### src/rtl/cdb_arbiter.sv
// cdb_arbiter: round-robin writeback arbiter from NUM_FU functional units onto
// a CDB_PORTS-wide registered common data bus (PRF write, wakeup, ROB complete).
module cdb_arbiter #(
    parameter int NUM_FU        = 4,
    parameter int CDB_PORTS     = 2,
    parameter int PHYS_WIDTH    = 6,
    parameter int ROB_IDX_WIDTH = 5
) (
    input  logic                     clk,
    input  logic                     rst,
    input  logic [NUM_FU-1:0]        fu_valid,
    output logic [NUM_FU-1:0]        fu_ready,
    input  logic [PHYS_WIDTH-1:0]    fu_paddr   [NUM_FU],
    input  logic [31:0]              fu_data    [NUM_FU],
    input  logic [ROB_IDX_WIDTH-1:0] fu_rob_idx [NUM_FU],
    input  logic [NUM_FU-1:0]        fu_regf_we,
    output logic [CDB_PORTS-1:0]     cdb_valid,
    output logic [PHYS_WIDTH-1:0]    cdb_paddr   [CDB_PORTS],
    output logic [31:0]              cdb_data    [CDB_PORTS],
    output logic [ROB_IDX_WIDTH-1:0] cdb_rob_idx [CDB_PORTS],
    output logic [CDB_PORTS-1:0]     pregf_we
);

    localparam int PTR_W = (NUM_FU > 1) ? $clog2(NUM_FU) : 1;

    logic [PTR_W-1:0]         rr_ptr_q, rr_ptr_d;
    logic [CDB_PORTS-1:0]     cdb_valid_q, cdb_valid_d;
    logic [CDB_PORTS-1:0]     pregf_we_q, pregf_we_d;
    logic [PHYS_WIDTH-1:0]    cdb_paddr_q [CDB_PORTS];
    logic [PHYS_WIDTH-1:0]    cdb_paddr_d [CDB_PORTS];
    logic [31:0]              cdb_data_q [CDB_PORTS];
    logic [31:0]              cdb_data_d [CDB_PORTS];
    logic [ROB_IDX_WIDTH-1:0] cdb_rob_q [CDB_PORTS];
    logic [ROB_IDX_WIDTH-1:0] cdb_rob_d [CDB_PORTS];

    logic [NUM_FU-1:0]        grant;
    logic [CDB_PORTS-1:0]     port_vld;
    logic [PTR_W-1:0]         port_sel [CDB_PORTS];
    logic [PTR_W-1:0]         scan_idx;
    logic [PTR_W-1:0]         last_idx;
    logic                     any_grant;
    logic                     dup_paddr;
    int                       grant_cnt;

    // Scan from rr_ptr and hand the first CDB_PORTS valid FUs to ports 0,1,... in order
    always_comb begin
        grant     = '0;
        port_vld  = '0;
        any_grant = 1'b0;
        last_idx  = rr_ptr_q;
        scan_idx  = '0;
        grant_cnt = 0;
        for (int p = 0; p < CDB_PORTS; p++) begin
            port_sel[p] = '0;
        end
        for (int s = 0; s < NUM_FU; s++) begin
            scan_idx = PTR_W'((int'(rr_ptr_q) + s) % NUM_FU);
            if (fu_valid[scan_idx] && (grant_cnt < CDB_PORTS)) begin
                grant[scan_idx] = 1'b1;
                last_idx        = scan_idx;
                any_grant       = 1'b1;
                for (int p = 0; p < CDB_PORTS; p++) begin
                    if (p == grant_cnt) begin
                        port_vld[p] = 1'b1;
                        port_sel[p] = scan_idx;
                    end
                end
                grant_cnt = grant_cnt + 1;
            end
        end
    end

    // Ready is exactly the grant, forced low while reset is held
    always_comb begin
        fu_ready = rst ? grant : '0;
    end

    // Next CDB contents: ungranted ports go invalid but keep their payload fields
    always_comb begin
        for (int p = 0; p < CDB_PORTS; p++) begin
            cdb_valid_d[p] = port_vld[p];
            pregf_we_d[p]  = port_vld[p] && fu_regf_we[port_sel[p]] &&
                             (fu_paddr[port_sel[p]] != '0);
            cdb_paddr_d[p] = port_vld[p] ? fu_paddr[port_sel[p]]   : cdb_paddr_q[p];
            cdb_data_d[p]  = port_vld[p] ? fu_data[port_sel[p]]    : cdb_data_q[p];
            cdb_rob_d[p]   = port_vld[p] ? fu_rob_idx[port_sel[p]] : cdb_rob_q[p];
        end
    end

    // Priority moves just past the last granted FU, and stays put when nothing is granted
    always_comb begin
        rr_ptr_d = any_grant ? PTR_W'((int'(last_idx) + 1) % NUM_FU) : rr_ptr_q;
    end

    // Two ports broadcasting the same nonzero tag in one cycle means rename broke
    always_comb begin
        dup_paddr = 1'b0;
        for (int p = 0; p < CDB_PORTS; p++) begin
            for (int q = p + 1; q < CDB_PORTS; q++) begin
                if (port_vld[p] && port_vld[q] &&
                    (fu_paddr[port_sel[p]] == fu_paddr[port_sel[q]]) &&
                    (fu_paddr[port_sel[p]] != '0)) begin
                    dup_paddr = 1'b1;
                end
            end
        end
    end

    a_unique_cdb_tag: assert property (@(posedge clk) disable iff (!rst) !dup_paddr);

    // CDB output registers and round-robin pointer; reset drops anything in flight
    always_ff @(posedge clk or negedge rst) begin
        if (!rst) begin
            rr_ptr_q    <= '0;
            cdb_valid_q <= '0;
            pregf_we_q  <= '0;
            for (int p = 0; p < CDB_PORTS; p++) begin
                cdb_paddr_q[p] <= '0;
                cdb_data_q[p]  <= '0;
                cdb_rob_q[p]   <= '0;
            end
        end else begin
            rr_ptr_q    <= rr_ptr_d;
            cdb_valid_q <= cdb_valid_d;
            pregf_we_q  <= pregf_we_d;
            for (int p = 0; p < CDB_PORTS; p++) begin
                cdb_paddr_q[p] <= cdb_paddr_d[p];
                cdb_data_q[p]  <= cdb_data_d[p];
                cdb_rob_q[p]   <= cdb_rob_d[p];
            end
        end
    end

    assign cdb_valid   = cdb_valid_q;
    assign pregf_we    = pregf_we_q;
    assign cdb_paddr   = cdb_paddr_q;
    assign cdb_data    = cdb_data_q;
    assign cdb_rob_idx = cdb_rob_q;

endmodule

### config.mk
export PLATFORM = sky130hd
export DESIGN_NAME = cdb_arbiter
export DESIGN_NICKNAME = d
export VERILOG_FILES = /design/src/rtl/cdb_arbiter.sv
export SDC_FILE = /design/constraint.sdc
export NUM_CORES = 1
export LEC_CHECK = 0
export CORE_MARGIN = 1
export CORE_UTILIZATION = 50
export CTS_BUF_LIST = sky130_fd_sc_hd__clkbuf_8 sky130_fd_sc_hd__clkbuf_16
export DETAILED_ROUTE_END_ITERATION = 8
export GPL_TIMING_DRIVEN = 0
export PLACE_DENSITY = 0.86
export SYNTH_ARGS = -nofsm -noshare
export SYNTH_HDL_FRONTEND = slang
export SYNTH_SLANG_ARGS = --single-unit
### constraint.sdc
create_clock -name clk -period 16.5 [get_ports clk]
set_input_delay 2.475 -clock clk [delete_from_list [all_inputs] [get_ports clk]]
set_output_delay 2.475 -clock clk [all_outputs]
set_load 0.1 [all_outputs]
==> results summary, run 1 <==
The proportion of netlist area held by the largest area contributor came out at 30.6%. The post-synthesis cell type with the largest combined area is sky130_fd_sc_hd__dfrtp_1. STA classifies the critical path startpoint as a primary input. The number of nets in the synthesized netlist is between 1000 and 1500. The synthesis-to-finish area growth came out at 43.8%. Timing would allow up to about 100 MHz.

The area inside the core boundary is about 15000 um^2. TritonCTS built the clock tree. The number of global-route vias before repair came to 8544. The HPWL reported at the end of detailed placement is 21800 um.

By count the netlist is led by sky130_fd_sc_hd__nand2_1, sky130_fd_sc_hd__dfrtp_1, sky130_fd_sc_hd__o21ai_0, sky130_fd_sc_hd__and3_1, sky130_fd_sc_hd__nand3_1. The residual DRC count is 0. The maximum cell stage delay along the critical path came out at ~0.99 ns. The number of antenna violations at the first check in global routing came out at 1. The final count of pins violating max slew is 0. After synthesis, the cell types taking the most area are sky130_fd_sc_hd__dfrtp_1, sky130_fd_sc_hd__nand2_1, sky130_fd_sc_hd__mux4_2. The total clock sinks is 92. The flow ran to the end, and the final reports show no timing, DRC or antenna violations. The mean cell area of the mapped netlist came out at 7.86 um^2. The critical path in this run is classified as primary input to output pin.

The setup-violating endpoint count in the final report is 0. The number of vias per cell after detailed routing is 6.32. The number of violations reported at the end of detailed-routing iteration 0 came out at between 1000 and 1500.

In this run the cell area of the synthesized design comes to 7520 um^2. Yosys mapped a number of flops with a built-in enable equal to 0. The final setup TNS came out at 0 ns.

In this run, distinct cell masters in the synthesized netlist total 63. The remaining max-slew budget at the tightest pin is roughly a quarter. The total of buffers placed on input and output ports came out at 273. Along the worst path, the maximum fanout reaches 10.

The leftover overflow at the end of global routing is 0. The number of buffers created by CTS is 9. In this run the count of I/O pins placed on the die edge is ~280. The worst setup path is captured at an output pin. The cts-stage hold buffer count came out at 0. Across the routed clock network, the largest skew measured is 0.00403 ns. The minimum clock period after layout is 9.77 ns. The standard-cell row count is 44. The net count of the finished layout is ~1400. The share of synthesized registers carrying an async set or reset came out at 100%. Setup repair after global routing left no endpoint under its margin. In this run the deepest clock path goes through 2 buffers. The H-tree was split into 3 levels. The clock-pin slew reported for the worst setup and hold paths after clock tree synthesis is 0.07 ns. The final count of hold timing violations was 0. For the pin with the worst max-slew slack, the measured transition is around 1.1 ns. The count of nets left with antenna violations once routing finished came out at 0. The gate count after technology mapping came out at 957. The min-delay analysis places its worst path in the category flop to flop. The slowest cell on the critical path is sky130_fd_sc_hd__clkdlybuf4s50_1. STA puts the critical path data arrival time at ~7.3 ns. Max-cap violations in this run came to 0. sky130_fd_sc_hd__nand2_1 is the most common cell in the netlist. Before antenna repair, the detailed router went through 7 iterations. The number of post-CTS setup repair buffers came out at 0.

The total track usage came out at 37.9%. The synthesis warning total is 0. The vertical die dimension is 125 um.

The initial utilization of the core area, before any placement, comes to 51.6%. In this run the clock root is driven by a sky130_fd_sc_hd__clkbuf_16. The die outline width came out at approximately 120 um.

The mean routed wirelength per cell is 20.7 um. The ratio of cells with drive above 1 in the final layout is between 10% and 20%. The share of the yosys chip area belonging to registers is 30.6%.

The first global-routing pass estimated 46800 um of wire. For the worst-skew pair, the clock arrives at the later sink with an insertion delay of 0.36 ns. In the synthesized netlist the dominant register cell turns out to be sky130_fd_sc_hd__dfrtp_1.

The maximum number of pins on one net before global-route repair came out at 71. Traced cell by cell, the critical path runs through clkdlybuf4s50_1, clkbuf_1, mux4_2, ha_1, clkbuf_1, nor2b_1, inv_1, fa_1, nor2b_1, o2bb2ai_1, buf_2, a222oi_1, a21boi_0, clkdlybuf4s50_1. The post-synthesis sequential element count came out at around 90.

At the worst endpoint, the required time is 14.03 ns. The congestion estimate from routability-driven global placement came to 0.984. The number of instances resized during post-cts repair came out at 0. The share of the clock period used by the worst path came out at between 50% and 60%. The final route contains 9054 vias. The post-detailed-routing wire length is 29700 um. The die area came out at 15500 um^2.
-- final cells by class --
type                       count  area [um^2]
antenna                        2         5.00
buffer                        87          458
clock buffer                   9          225
clock inverter                 7         75.1
fill                        1107         3770
inverter                      14         52.6
multi-input combinational    764         4710
sequential                    92         2300
tap                          184          230
timing repair buffer         274         2760
-- kinds of logic after synthesis --
family	share of synthesized area, %
flip-flops	30.6
XOR/XNOR	0.233
AO/OA/AOI/OAI	24.8
multiplexers	9.70
AND/OR/NAND/NOR	26.0
adder cells (fa/ha/maj)	1.93
buffers and inverters	6.79
-- metal layers --
| metal | track usage (%) | routed length [um] | vias up |
|---|---|---|---|
| met2 | 59.6 | 13500 | 699 |
| li1 | - | - | 3983 |
| met3 | 5.71 | 2960 | 131 |
| met1 | 50.6 | 11700 | 4241 |
| met5 | 0 | 0 | - |
| met4 | 19.6 | 1530 | 0 |
-- sequential cells by signal, summed over array words and instances, names as in the netlist --
signal / count
cdb_data: 64
cdb_paddr: 12
cdb_rob_idx: 10
cdb_valid: 2
pregf_we: 2
rr_ptr_q: 2
-- placed cells by master (no fill, tap or decap), types with 8 or more instances in the layout --
master	synthesis	routed
sky130_fd_sc_hd__o21ai_0	68	68
sky130_fd_sc_hd__clkbuf_16	0	9
sky130_fd_sc_hd__clkbuf_1	34	34
sky130_fd_sc_hd__dfrtp_1	92	92
sky130_fd_sc_hd__a211oi_2	26	26
sky130_fd_sc_hd__nand3_1	41	41
sky130_fd_sc_hd__a21oi_1	8	8
sky130_fd_sc_hd__inv_1	12	12
sky130_fd_sc_hd__buf_2	33	33
sky130_fd_sc_hd__mux2i_1	16	16
sky130_fd_sc_hd__buf_6	8	8
sky130_fd_sc_hd__ha_1	10	10
sky130_fd_sc_hd__buf_4	8	9
sky130_fd_sc_hd__nor2_1	29	29
sky130_fd_sc_hd__a21o_1	38	38
sky130_fd_sc_hd__o21ai_1	13	13
sky130_fd_sc_hd__clkdlybuf4s50_1	0	272
sky130_fd_sc_hd__and3_1	42	42
sky130_fd_sc_hd__a211oi_1	17	17
sky130_fd_sc_hd__nand2_1	316	316
sky130_fd_sc_hd__mux4_2	16	16
sky130_fd_sc_hd__a311oi_1	39	39
sky130_fd_sc_hd__mux2_2	14	14
-- critical path: cells and delay by family --
family / cells / cell delay (ns)
buffers and inverters: 6 / 2.31
adders and majority gates: 2 / 0.65
muxes: 1 / 0.64
AOI/OAI and AO/OA: 3 / 0.64
and+or+nand+nor: 2 / 0.55
-- worst paths after layout --
path / startpoint / end / slack (ns) / cells past startpoint
min in group asynchronous: rst / cdb_data[24] / 2.03 / 1
worst min-delay path: cdb_data[62] / cdb_data[62] / 0.48 / 1
worst max register to register: rr_ptr_q[1] / cdb_data[0] / 9.65 / 21
max in group asynchronous: rst / cdb_data[28] / 13.79 / 2
worst max-delay path: fu_valid[3] / fu_ready[2] / 6.73 / 14
worst min register to register: cdb_data[62] / cdb_data[62] / 0.48 / 1
-- per-stage QoR --
stage               setup WS, ns  hold slack [ns]  instances  area, um^2  util, %
floorplan                   6.91            0.961        957        7520        -
global placement            6.38            0.457       1414       10500     71.9
detailed placement          6.81            0.465       1415       10500     72.0
CTS                         6.77            0.480       1431       10800     74.1
global route                6.37            0.496       1432       10800     74.1
finish                      6.73            0.478       1433       10800     74.1
Power of run 1 is not shown: default switching activity piles up to over one toggle a cycle in this logic, so the estimate is an artifact.
==> run 2, diff against run 1 <==
--- a/config.mk
+++ b/config.mk
@@ -6,11 +6,11 @@
 export NUM_CORES = 1
 export LEC_CHECK = 0
 export CORE_MARGIN = 1
-export CORE_UTILIZATION = 50
+export CORE_UTILIZATION = 42
 export CTS_BUF_LIST = sky130_fd_sc_hd__clkbuf_8 sky130_fd_sc_hd__clkbuf_16
 export DETAILED_ROUTE_END_ITERATION = 8
 export GPL_TIMING_DRIVEN = 0
-export PLACE_DENSITY = 0.86
+export PLACE_DENSITY = 0.76
 export SYNTH_ARGS = -nofsm -noshare
 export SYNTH_HDL_FRONTEND = slang
 export SYNTH_SLANG_ARGS = --single-unit
==> constraint.sdc (replaced) <==
create_clock -name clk -period 8.7 [get_ports clk]
set_input_delay 1.305 -clock clk [delete_from_list [all_inputs] [get_ports clk]]
set_output_delay 1.305 -clock clk [all_outputs]
set_load 0.1 [all_outputs]
==> run 2 against run 1 <==
  * Non-clock buffer count did not move
  * Clock skew grew 0.0064 ns
  * Register-to-register slack worse by 7.9 ns
  * Count of clock-buffer cells in the layout unchanged
  * Critical path type is now flop to output pin
  * Largest cell class unchanged
  * Worst hold slack got worse by 0.00054 ns
  * Highest routed layer unchanged
==> results summary, run 2 (same netlist as run 1, synthesis figures left out) <==
The vertical die dimension is 136 um (was 125 um). The clock tree root driver cell is sky130_fd_sc_hd__clkbuf_16 (unchanged). The mean routed wirelength per cell came out at 20.6 um (was 20.7 um). The count of nets left with antenna violations after detail routing came out at 0 (unchanged). The required time of the critical path was 7.39 ns (was 14.03 ns).

The number of levels the H-tree was split into came out at 3 (unchanged). The HPWL reported at the end of detailed placement is 22700 um (was 21800 um). The starting utilization of the core area came out at 43.2% (was 51.6%). The kind of end point of the critical path is an output pin (unchanged). The net count of the finished layout came to 1435 (unchanged). The ratio of cells with drive above 1 in the final layout is 10.8% (was 11.0%). Cell breakdown of the critical path: buf_6, inv_1, clkbuf_1, ha_1, buf_2, mux4_2, buf_1, ha_1, clkbuf_1, nor2b_1, inv_1, fa_1, nor2b_1, o2bb2ai_1, buf_2, a222oi_1, a21boi_0, clkdlybuf4s50_1 (was clkdlybuf4s50_1, clkbuf_1, mux4_2, ha_1, clkbuf_1, nor2b_1, inv_1, fa_1, nor2b_1, o2bb2ai_1, buf_2, a222oi_1, a21boi_0, clkdlybuf4s50_1).

The type of the worst min-delay path is flop to flop (unchanged). The critical setup path kind is flop to output pin (was primary input to output pin). The total vias in the final route came out at 8717 (was 9054). The clock-pin slew reported for the worst setup and hold paths after clock tree synthesis is 0.07 ns (about the same). The number of violations reported at the end of detailed-routing iteration 0 came to 857 (was 1055).

Unrepaired setup endpoints after global routing: false (unchanged). The number of placed I/O pins is 276 (unchanged). The worst hold path endpoint is cdb_data[50] (was cdb_data[62]). The number of vias per cell after detailed routing came to 5.92 (was 6.32).

The area inside the core boundary came out at 17400 um^2 (was 14600 um^2). The minimum clock period after layout came out at 7.74 ns. The final setup TNS is 0 ns (unchanged).

The total track usage came out at 32.8% (was 37.9%). The most frequent standard cell in the layout excluding fill and tap cells is sky130_fd_sc_hd__nand2_1 (unchanged). The post-detailed-routing wire length is 30400 um (was 29700 um). The final count of pins violating max slew came out at 0 (unchanged).

The final count of hold timing violations was 0 (unchanged). The standard-cell row count was 48 (was 44). The total clock sinks was 92 (unchanged). The cts-stage hold buffer count is 0 (unchanged). The reg-to-reg startpoint was rr_ptr_q[0] (was rr_ptr_q[1]).

The remaining max-slew budget at the tightest pin came out at 29.1% (was 26.7%). The die outline width came to 136 um (was 125 um). The leftover overflow at the end of global routing was 0 (unchanged). The slack of the worst reg-to-reg path is 1.74 ns (was 9.65 ns). The pin slew with the least headroom to its limit came out at 1.06 ns (was 1.10 ns). The number of buffers created by CTS is 9 (unchanged). The synthesis-to-finish area growth was 44.3% (was 43.8%). The maximum cell stage delay along the critical path is 0.99 ns (about the same).

The total of buffers placed on input and output ports came out at 273 (unchanged). Commonest cells after routing, fill and taps aside: sky130_fd_sc_hd__nand2_1, sky130_fd_sc_hd__clkdlybuf4s50_1, sky130_fd_sc_hd__dfrtp_1, sky130_fd_sc_hd__o21ai_0, sky130_fd_sc_hd__and3_1 (unchanged). The area occupied by multi-input gates came out at 4710 um^2 (unchanged). The critical path data arrival time came out at 6.43 ns (was 7.29 ns). The later-pin clock latency in the skew report came out at 0.36 ns (about the same). The end of the worst register-to-register path is cdb_rob_idx[0] (was cdb_data[0]). The critical path launch point type was a flop (was primary input).

The diode insertion count for antenna repair came out at 0 (was 2). The upper clock frequency limit is 129 MHz. The flip-flop count of the largest register, all copies and words added is 64 (unchanged). The depth of the most critical reg-to-reg path came to 22 (was 21).

The residual DRC count is 0 (unchanged). The max-cap check violation count came out at 0 (unchanged). The origin of the worst min-delay path is cdb_data[50] (was cdb_data[62]). The final estimated routing congestion in global placement is 0.919 (was 0.984).

The number of antenna violations at the first check in global routing is 0 (was 1). The die area was 18400 um^2 (was 15500 um^2). The number of instances resized during post-cts repair came out at 0 (unchanged). The maximum buffer depth of the clock tree came out at 2 (unchanged).

Run status: completed (unchanged). The slowest cell on the critical path is sky130_fd_sc_hd__clkdlybuf4s50_1 (unchanged). The number of global-route vias before repair is 8440 (was 8544).

The wire length of the first global-routing pass came out at 46300 um (was 46800 um). The biggest fanout along the worst timing path is 12 (was 10). The layout filler cell count is 1564 (was 1107).

After layout, the worst path uses 88.9% of the clock period. The final worst clock skew came out at 0.0104 ns (was 0.00403 ns). The storage element area came out at 2300 um^2 (unchanged).

The first-pass iteration count of the detailed router is 8 (was 7). The number of post-CTS setup repair buffers is 0 (unchanged). The setup-violating endpoint count in the final report is 0 (unchanged).

The maximum number of pins on one net before global-route repair came out at 58 (was 71). The instance count along the most critical hold path came out at 1 (unchanged). The TritonCTS clock tree is yes (unchanged).
run 2: changes by cell type in the layout (fill, tap and decap cells not counted):
cell	before	now
sky130_fd_sc_hd__inv_1	12	14
sky130_fd_sc_hd__clkinv_2	2	0
sky130_fd_sc_hd__inv_6	2	1
sky130_fd_sc_hd__clkinv_4	2	0
sky130_fd_sc_hd__clkinvlp_4	0	3
sky130_fd_sc_hd__diode_2	2	0
run 2: cell type report:
class	count	area share [%]
clock inverter	7	0.634
buffer	87	4.22
inverter	14	0.484
timing repair buffer	274	25.4
multi-input combinational	764	43.4
sequential	92	21.2
tap	225	2.59
clock buffer	9	2.07
run 2: layer usage:
| layer | track usage (%) | vias to the layer above | part of all wire, % |
|---|---|---|---|
| met5 | 0 | - | 0 |
| met4 | 15.9 | 0 | 4.2 |
| met3 | 5.37 | 83 | 8.6 |
| met2 | 52.3 | 532 | 46 |
| met1 | 43.1 | 4129 | 41 |
| li1 | - | 3973 | - |
run 2: worst max path at each step:
stage                     cells after the start         from  slack [ns]          end
after CTS                                    18  rr_ptr_q[0]        0.95  fu_ready[2]
after global placement                        3          rst        0.70  fu_ready[2]
after floorplan                              17  rr_ptr_q[0]        1.41  fu_ready[2]
after detailed placement                     14  fu_valid[3]        1.29  fu_ready[2]
after global routing                         18  rr_ptr_q[0]        0.41  fu_ready[1]
final                                        18  rr_ptr_q[0]        0.96  fu_ready[2]
run 2: metrics by stage:
stage | cell area (um^2) | std cells | utilization, % | hold slack (ns) | worst slack [ns]
floorplan | 7520 | 957 | - | 0.961 | 1.41
global placement | 10500 | 1455 | 60.5 | 0.459 | 0.699
detailed placement | 10600 | 1456 | 60.6 | 0.465 | 1.29
CTS | 10900 | 1472 | 62.3 | 0.480 | 0.954
global route | 10900 | 1472 | 62.3 | 0.498 | 0.406
finish | 10900 | 1472 | 62.3 | 0.478 | 0.962
run 2: worst max-delay path, delay by kind of cell (launching register included):
kind,cells,cell delay (ns)
buf+inv,9,2.94
fa+ha+maj,3,0.89
compound gates,3,0.63
mux,1,0.61
simple gates,2,0.56
flops,1,0.45
Power of run 2 is left out for the same reason.
